==> config.mk <==
export PLATFORM = sky130hd
export DESIGN_NAME = id_ex_latch
export DESIGN_NICKNAME = d
export VERILOG_FILES = /design/src/rtl/id_ex_latch.sv
export SDC_FILE = /design/constraint.sdc
export NUM_CORES = 1
export LEC_CHECK = 0
export CORE_ASPECT_RATIO = 1.1
export CORE_MARGIN = 2
export CORE_UTILIZATION = 29
export DETAILED_ROUTE_END_ITERATION = 16
export PLACE_DENSITY = 0.61
export SYNTH_ARGS = -nofsm -noshare
export SYNTH_HDL_FRONTEND = slang
export SYNTH_SLANG_ARGS = --single-unit
==> constraint.sdc <==
create_clock -name i_clk -period 2.7 [get_ports i_clk]
set_clock_uncertainty 0.1 [all_clocks]
set_input_delay 0.405 -clock i_clk [delete_from_list [all_inputs] [get_ports i_clk]]
set_output_delay 0.405 -clock i_clk [all_outputs]
set_load 0.1 [all_outputs]
==> src/rtl/id_ex_latch.sv <==
// id_ex_latch: ID/EX pipeline register with load-use hazard detection and bubble insertion
module id_ex_latch #(
  parameter int NB_DATA    = 32,
  parameter int NB_REG     = 5,
  parameter int NB_CTRL_EX = 7,
  parameter int NB_CTRL_M  = 3,
  parameter int NB_CTRL_WB = 2
) (
  input  logic                  i_clk,
  input  logic                  i_rst,
  input  logic                  i_enable,
  input  logic                  i_flush,
  input  logic [NB_CTRL_WB-1:0] i_ctrl_wb_bus,
  input  logic [NB_CTRL_M-1:0]  i_ctrl_mem_bus,
  input  logic [NB_CTRL_EX-1:0] i_ctrl_exc_bus,
  input  logic [NB_DATA-1:0]    i_pc_plus4,
  input  logic [NB_DATA-1:0]    i_rd_data_1,
  input  logic [NB_DATA-1:0]    i_rd_data_2,
  input  logic [NB_DATA-1:0]    i_imm_ext,
  input  logic [NB_REG-1:0]     i_rs,
  input  logic [NB_REG-1:0]     i_rt,
  input  logic [NB_REG-1:0]     i_rd,
  output logic [NB_CTRL_WB-1:0] o_ctrl_wb_bus,
  output logic [NB_CTRL_M-1:0]  o_ctrl_mem_bus,
  output logic [NB_CTRL_EX-1:0] o_ctrl_exc_bus,
  output logic [NB_DATA-1:0]    o_pc_plus4,
  output logic [NB_DATA-1:0]    o_rd_data_1,
  output logic [NB_DATA-1:0]    o_rd_data_2,
  output logic [NB_DATA-1:0]    o_imm_ext,
  output logic [NB_REG-1:0]     o_rs,
  output logic [NB_REG-1:0]     o_rt,
  output logic [NB_REG-1:0]     o_rd,
  output logic                  o_valid,
  output logic                  o_stall,
  output logic                  o_pc_write,
  output logic                  o_if_id_write
);
  logic [NB_CTRL_WB-1:0] r_wb;
  logic [NB_CTRL_M-1:0]  r_mem;
  logic [NB_CTRL_EX-1:0] r_exc;
  logic [NB_DATA-1:0]    r_pc_plus4, r_rd_data_1, r_rd_data_2, r_imm_ext;
  logic [NB_REG-1:0]     r_rs, r_rt, r_rd;
  logic                  r_valid;
  logic                  w_hazard, w_bubble;
  // Load in EX whose destination is a source of the ID instruction; $zero never hazards
  assign w_hazard = r_mem[1] & r_valid & (r_rt != '0) & ((r_rt == i_rs) | (r_rt == i_rt));
  assign o_stall = w_hazard & ~i_flush;
  assign o_pc_write = i_enable & ~o_stall;
  assign o_if_id_write = o_pc_write;
  assign w_bubble = i_flush | o_stall;
  always_ff @(posedge i_clk) begin
    if (i_rst) begin
      r_wb        <= '0;
      r_mem       <= '0;
      r_exc       <= '0;
      r_pc_plus4  <= '0;
      r_rd_data_1 <= '0;
      r_rd_data_2 <= '0;
      r_imm_ext   <= '0;
      r_rs        <= '0;
      r_rt        <= '0;
      r_rd        <= '0;
      r_valid     <= 1'b0;
    end else if (i_enable) begin
      r_wb        <= w_bubble ? '0 : i_ctrl_wb_bus;
      r_mem       <= w_bubble ? '0 : i_ctrl_mem_bus;
      r_exc       <= w_bubble ? '0 : i_ctrl_exc_bus;
      r_valid     <= ~w_bubble;
      r_pc_plus4  <= i_pc_plus4;
      r_rd_data_1 <= i_rd_data_1;
      r_rd_data_2 <= i_rd_data_2;
      r_imm_ext   <= i_imm_ext;
      r_rs        <= i_rs;
      r_rt        <= i_rt;
      r_rd        <= i_rd;
    end
  end
  assign o_ctrl_wb_bus  = r_wb;
  assign o_ctrl_mem_bus = r_mem;
  assign o_ctrl_exc_bus = r_exc;
  assign o_pc_plus4     = r_pc_plus4;
  assign o_rd_data_1    = r_rd_data_1;
  assign o_rd_data_2    = r_rd_data_2;
  assign o_imm_ext      = r_imm_ext;
  assign o_rs           = r_rs;
  assign o_rt           = r_rt;
  assign o_rd           = r_rd;
  assign o_valid        = r_valid;
endmodule
## After elaboration in Yosys (flattened, before gate mapping)

Cells that the tools add are included.

- Memories kept: 0
- Bits in registers: 156
- Output and inout bits: 159
- Latch bits: 0
- Word-level logic and storage cells: 27
- Input bits: 159
- Bits in writable memories: 0
- Bits in read-only memories: 0

- Multipliers: 0
- $lt $le $gt $ge: 0
- Eq/ne operators: 2
- Div/mod/pow operators: 0
- Add/subtract/negate cells: 0
- Shifts and indexed selects: 0
- Bitwise logic cells: 10
- Multiplexer cells: 3
- Reduce and logical (&&, ||, !) cells: 1

Operator list:

| cell | number |
|---|---|
| $eq 5x5->1 | 2 |
| $mux 7 | 1 |
| $and 1x1->1 | 5 |
| $reduce_bool 5->1 | 1 |
| $mux 3 | 1 |
| $not 1->1 | 3 |
| $mux 2 | 1 |
| $or 1x1->1 | 2 |

## Logic depth before layout (Yosys ltp)

Gate-level depths: netlist (run 1).

- Depth in word-level cells: 6
- Mapped depth: 6
- Gate-level depth less buffers: 5

## Worst setup path before layout (run 1)

No wires, ideal clock.

- Path kind: register -> output
- From: register r_rt[0] (netlist: o_rt[0])
- To: output port o_pc_write
- Cell stages (with the launch flop): 6
- Arrival time: 4.415 ns
- Slack: -2.220 ns
- Path through: dfxtp_1 > or4_4 > o211ai_2 > a21oi_2 > a21boi_0 > buf_4

- Longest elaborated chain between the ends: 6
- Elaborated cells on any way between the ends: 9
- Those cells by class: 2 x eq/ne; 6 x bitwise; 1 x reduce/logical

Ends and longest elaborated chain:

| element | RTL line | source |
|---|---|---|
| start, declared | 42 | `logic [NB_REG-1:0] r_rs, r_rt, r_rd;` |
| start signal, assigned | 74 | `r_rt <= i_rt;` |
| $eq 5x5->1 or $reduce_bool 5->1 (tied branches) | 46 | `assign w_hazard = r_mem[1] & r_valid & (r_rt != '0) & ((r_rt == i_rs) \| (r_rt == i_rt));` |
| $or 1x1->1 or $and 1x1->1 (tied branches) | 46 |  |
| $and 1x1->1 (*) | 46 |  |
| $and 1x1->1 (*) | 47 | `assign o_stall = w_hazard & ~i_flush;` |
| $not 1->1 (*) | 48 | `assign o_pc_write = i_enable & ~o_stall;` |
| $and 1x1->1 (*) | 48 |  |
| end, declared | 35 | `output logic o_pc_write,` |

Mark *: on every way between the ends. The rest lies on a longest branch, timed or not.

## Worst setup path in the final report (run 1)

Same ends and word-level chain as after synthesis.

==> impl_results.md, run 1 <==
- Largest net degree at the start of global routing: 87
- Clock Pin Slew Worst Setup and Hold Paths: 0.07 ns
- Slew @ Worst Pin: 0.555 ns
- Routability Congestion: 0.741
- CP Max Fanout: 5
- Buffers plus inverters on the worst setup path: 2
- Initial core utilization: 0.294
- Worst hold-check path type: in2reg
- CTS tree: built
- Tot GR Track Use: 0.161
- Placeable core area: 19700 um2
- Vias in the first global route: 4872
- Most common cell in the synthesized netlist: dfxtp_1
- Crit-path leading delay family: simple AND/OR/NAND/NOR gates
- Hold endpoint: o_rd[2]
- Synth top area cells: dfxtp_1 (54%), mux2i_1 (25%), nor2_1 (9.3%)
- Hold-fix buffers at CTS: 0
- Seq cells post-synth: 156
- Hpwl dp: 12100 um
- Synth-to-layout area growth: 63.9%
- Syn avg cell area: 10.6 um2
- Die span in x: 139 um
- Cts repair resizes: 0
- FF-to-FF Start: o_rt[4]
- H-tree level count: 4
- Cells after Synth: 542
- Synth top area share: 0.541
- Via density: 4.36
- Leakage: 4.36 nW
- Final layout net count: 1005
- First-pass GRT wire length: 27100 um
- Post-route ant nets: 0
- 1st-iter DRT viols: 193
- CP Capture Type: output port
- Rows: 54
- Kind of critical path: reg2out
- Slew Limit Fails: 0
- Ports: 318
- Pwr Total: 6.82 mW
- Num CTS Buffers: 17
- Worst min-delay path startpoint: i_rst
- R2r setup slk: 1.03 ns
- Final hold vios: 0
- Hold Path Depth: 2
- Status: finished clean
- Worst skew pair latency: 0.42 ns
- F_max: 388 MHz
- Root buffer cell: clkbuf_16
- Max IR drop VDD: 0.397 mV
- Post-Synthesis Cell Area: 5770 um2
- Max cap viols: 0
- Worst path slowest cell: or4_4
- Initial antenna violation count: 0
- R2R cell count: 6
- Register area share after synthesis: 0.541
- Synth area leader: dfxtp_1
- Main flop type after synthesis: dfxtp_1
- Minimum clock period: 2.58 ns
- RSZ-0062 raised after global routing: no
- Top cells by count, synth: dfxtp_1 (156), mux2i_1 (143), nor2_1 (143)
- Die area: 21000 um2
- Period utilisation layout: 0.955
- Num Clock Sinks: 156
- Grt total ovfl: 0
- Yosys warning total: 0
- Syn_nets: 701
- Die span in y: 152 um
- Async S/R FF share, synth: 0
- Final setup violating endpoints: 0
- Setup TNS: 0 ns
- Pwr per Cell Area: 721 nW/um2
- Antenna diodes: 0
- WL final: 17000 um
- Post-CTS setup buffer count: 0
- Worst slew margin: 0.630
- Total number of vias: 4843
- Post-synth cell types: 23
- CP arrival: 2.07 ns
- Pre-antenna DRT Iters: 4
- Layout cells sized above 1: 0.257
- Crit start category: flop
- Crit-path cells: or4_4, o211ai_2, a21oi_2, buf_4, a21boi_4, buf_12
- CTS Buffer Depth: 2
- Worst r2r dst: o_ctrl_exc_bus[3]
- IO buf count: 317
- Number of flops mapped to enable cells by yosys: 0
- Crit path required time: 2.19 ns
- DR WL/cell: 15.3 um
- DR DRC count: 0
- CP max stage delay: 0.53 ns
==> power by group <==
| part | switching (mW) | total, mW | internal (mW) | leakage, nW |
|---|---|---|---|---|
| sequential | 0.0765 | 2.51 | 2.44 | 1.29 |
| clock | 1.10 | 2.52 | 1.42 | 0.300 |
| combinational | 1.27 | 1.79 | 0.526 | 2.77 |
| total | 2.44 | 6.82 | 4.38 | 4.36 |
==> per-layer routing <==
metal	wire [um]	track usage
met2	7810	0.257
met1	7240	0.192
met4	318	0.0612
met5	0	0
met3	1650	0.0712
==> worst max-delay path by stage <==
stage | to | slack, ns | cells past startpoint | from
floorplan | o_pc_write | 0.02 | 5 | o_rt[2]
global placement | o_pc_write | 0.24 | 8 | i_rs[0]
detailed placement | o_pc_write | 0.26 | 8 | i_rs[0]
CTS | o_if_id_write | 0.08 | 6 | o_rt[0]
global route | o_if_id_write | 0.05 | 6 | o_rt[0]
finish | o_pc_write | 0.12 | 6 | o_rt[0]
==> cells in the final DEF (no fill, tap or decap) <==
| cell | instances |
|---|---|
| clkbuf_16 | 17 |
| a21oi_2 | 1 |
| inv_8 | 2 |
| bufinv_16 | 2 |
| clkinv_8 | 2 |
| clkinvlp_4 | 1 |
| inv_6 | 8 |
| nor3_1 | 2 |
| clkbuf_8 | 1 |
| o32ai_2 | 10 |
| mux2i_1 | 143 |
| a21boi_4 | 1 |
| dfxtp_1 | 151 |
| o211ai_2 | 1 |
| buf_12 | 6 |
| nor2_1 | 143 |
| buf_4 | 162 |
| o32ai_1 | 3 |
| inv_1 | 14 |
| or4_4 | 1 |
| nor2b_1 | 1 |
| nand3b_1 | 12 |
| dfxtp_2 | 3 |
| dfxtp_4 | 2 |
| xnor2_1 | 4 |
| nand2b_1 | 1 |
| xor2_1 | 6 |
| nand3_1 | 2 |
| clkdlybuf4s50_1 | 156 |
| and2_2 | 1 |
==> sequential cells by signal, indices dropped and copies added, names as in the netlist <==
signal / cells
o_rt: 5
o_imm_ext: 32
o_rd_data_1: 32
o_pc_plus4: 32
o_ctrl_exc_bus: 7
o_valid: 1
o_rs: 5
o_rd: 5
o_rd_data_2: 32
o_ctrl_mem_bus: 3
o_ctrl_wb_bus: 2
==> cell type report <==
type	count	area (um2)
tap	252	315
sequential	156	3130
clock inverter	15	193
inverter	14	52.6
fill	1898	10200
clock buffer	17	425
timing repair buffer	325	2910
multi-input combinational	332	2430
==> worst register-to-register path: stages, from the launching register on <==
cell     delay [ns]
dfxtp_2        0.35
xor2_1         0.17
nor3_1         0.23
nand3_1        0.12
a21oi_2        0.19
buf_4          0.26
o32ai_2        0.12
==> per-stage QoR <==
step	instance area, um2	setup slack (ns)	instances	hold WS (ns)	util
finish	9460	0.121	1111	0.329	0.481
global route	9460	0.0474	1111	0.340	0.481
CTS	9460	0.0826	1111	0.317	0.481
detailed placement	8840	0.256	1079	0.373	0.450
global placement	8840	0.237	1079	0.372	0.450
floorplan	5810	0.0153	542	0.451	-
==> cell families (layout without fill, tap and decap cells) <==
kind of cell	Yosys count	count (layout)	share of synthesized area
AOI/OAI and AO/OA	16	16	0.0377
and+or+nand+nor	163	163	0.117
DFF	156	156	0.541
muxes	143	143	0.248
xor gates and xnor gates	10	10	0.0152
buffers and inverters	54	371	0.0405
Power figures use the tool's default switching activity.
==> run 2: changes to the inputs <==
- SKIP_LAST_GASP: not set -> 1
==> results of run 2 <==
The final DEF is identical to that of run 1; final timing and power are the same.
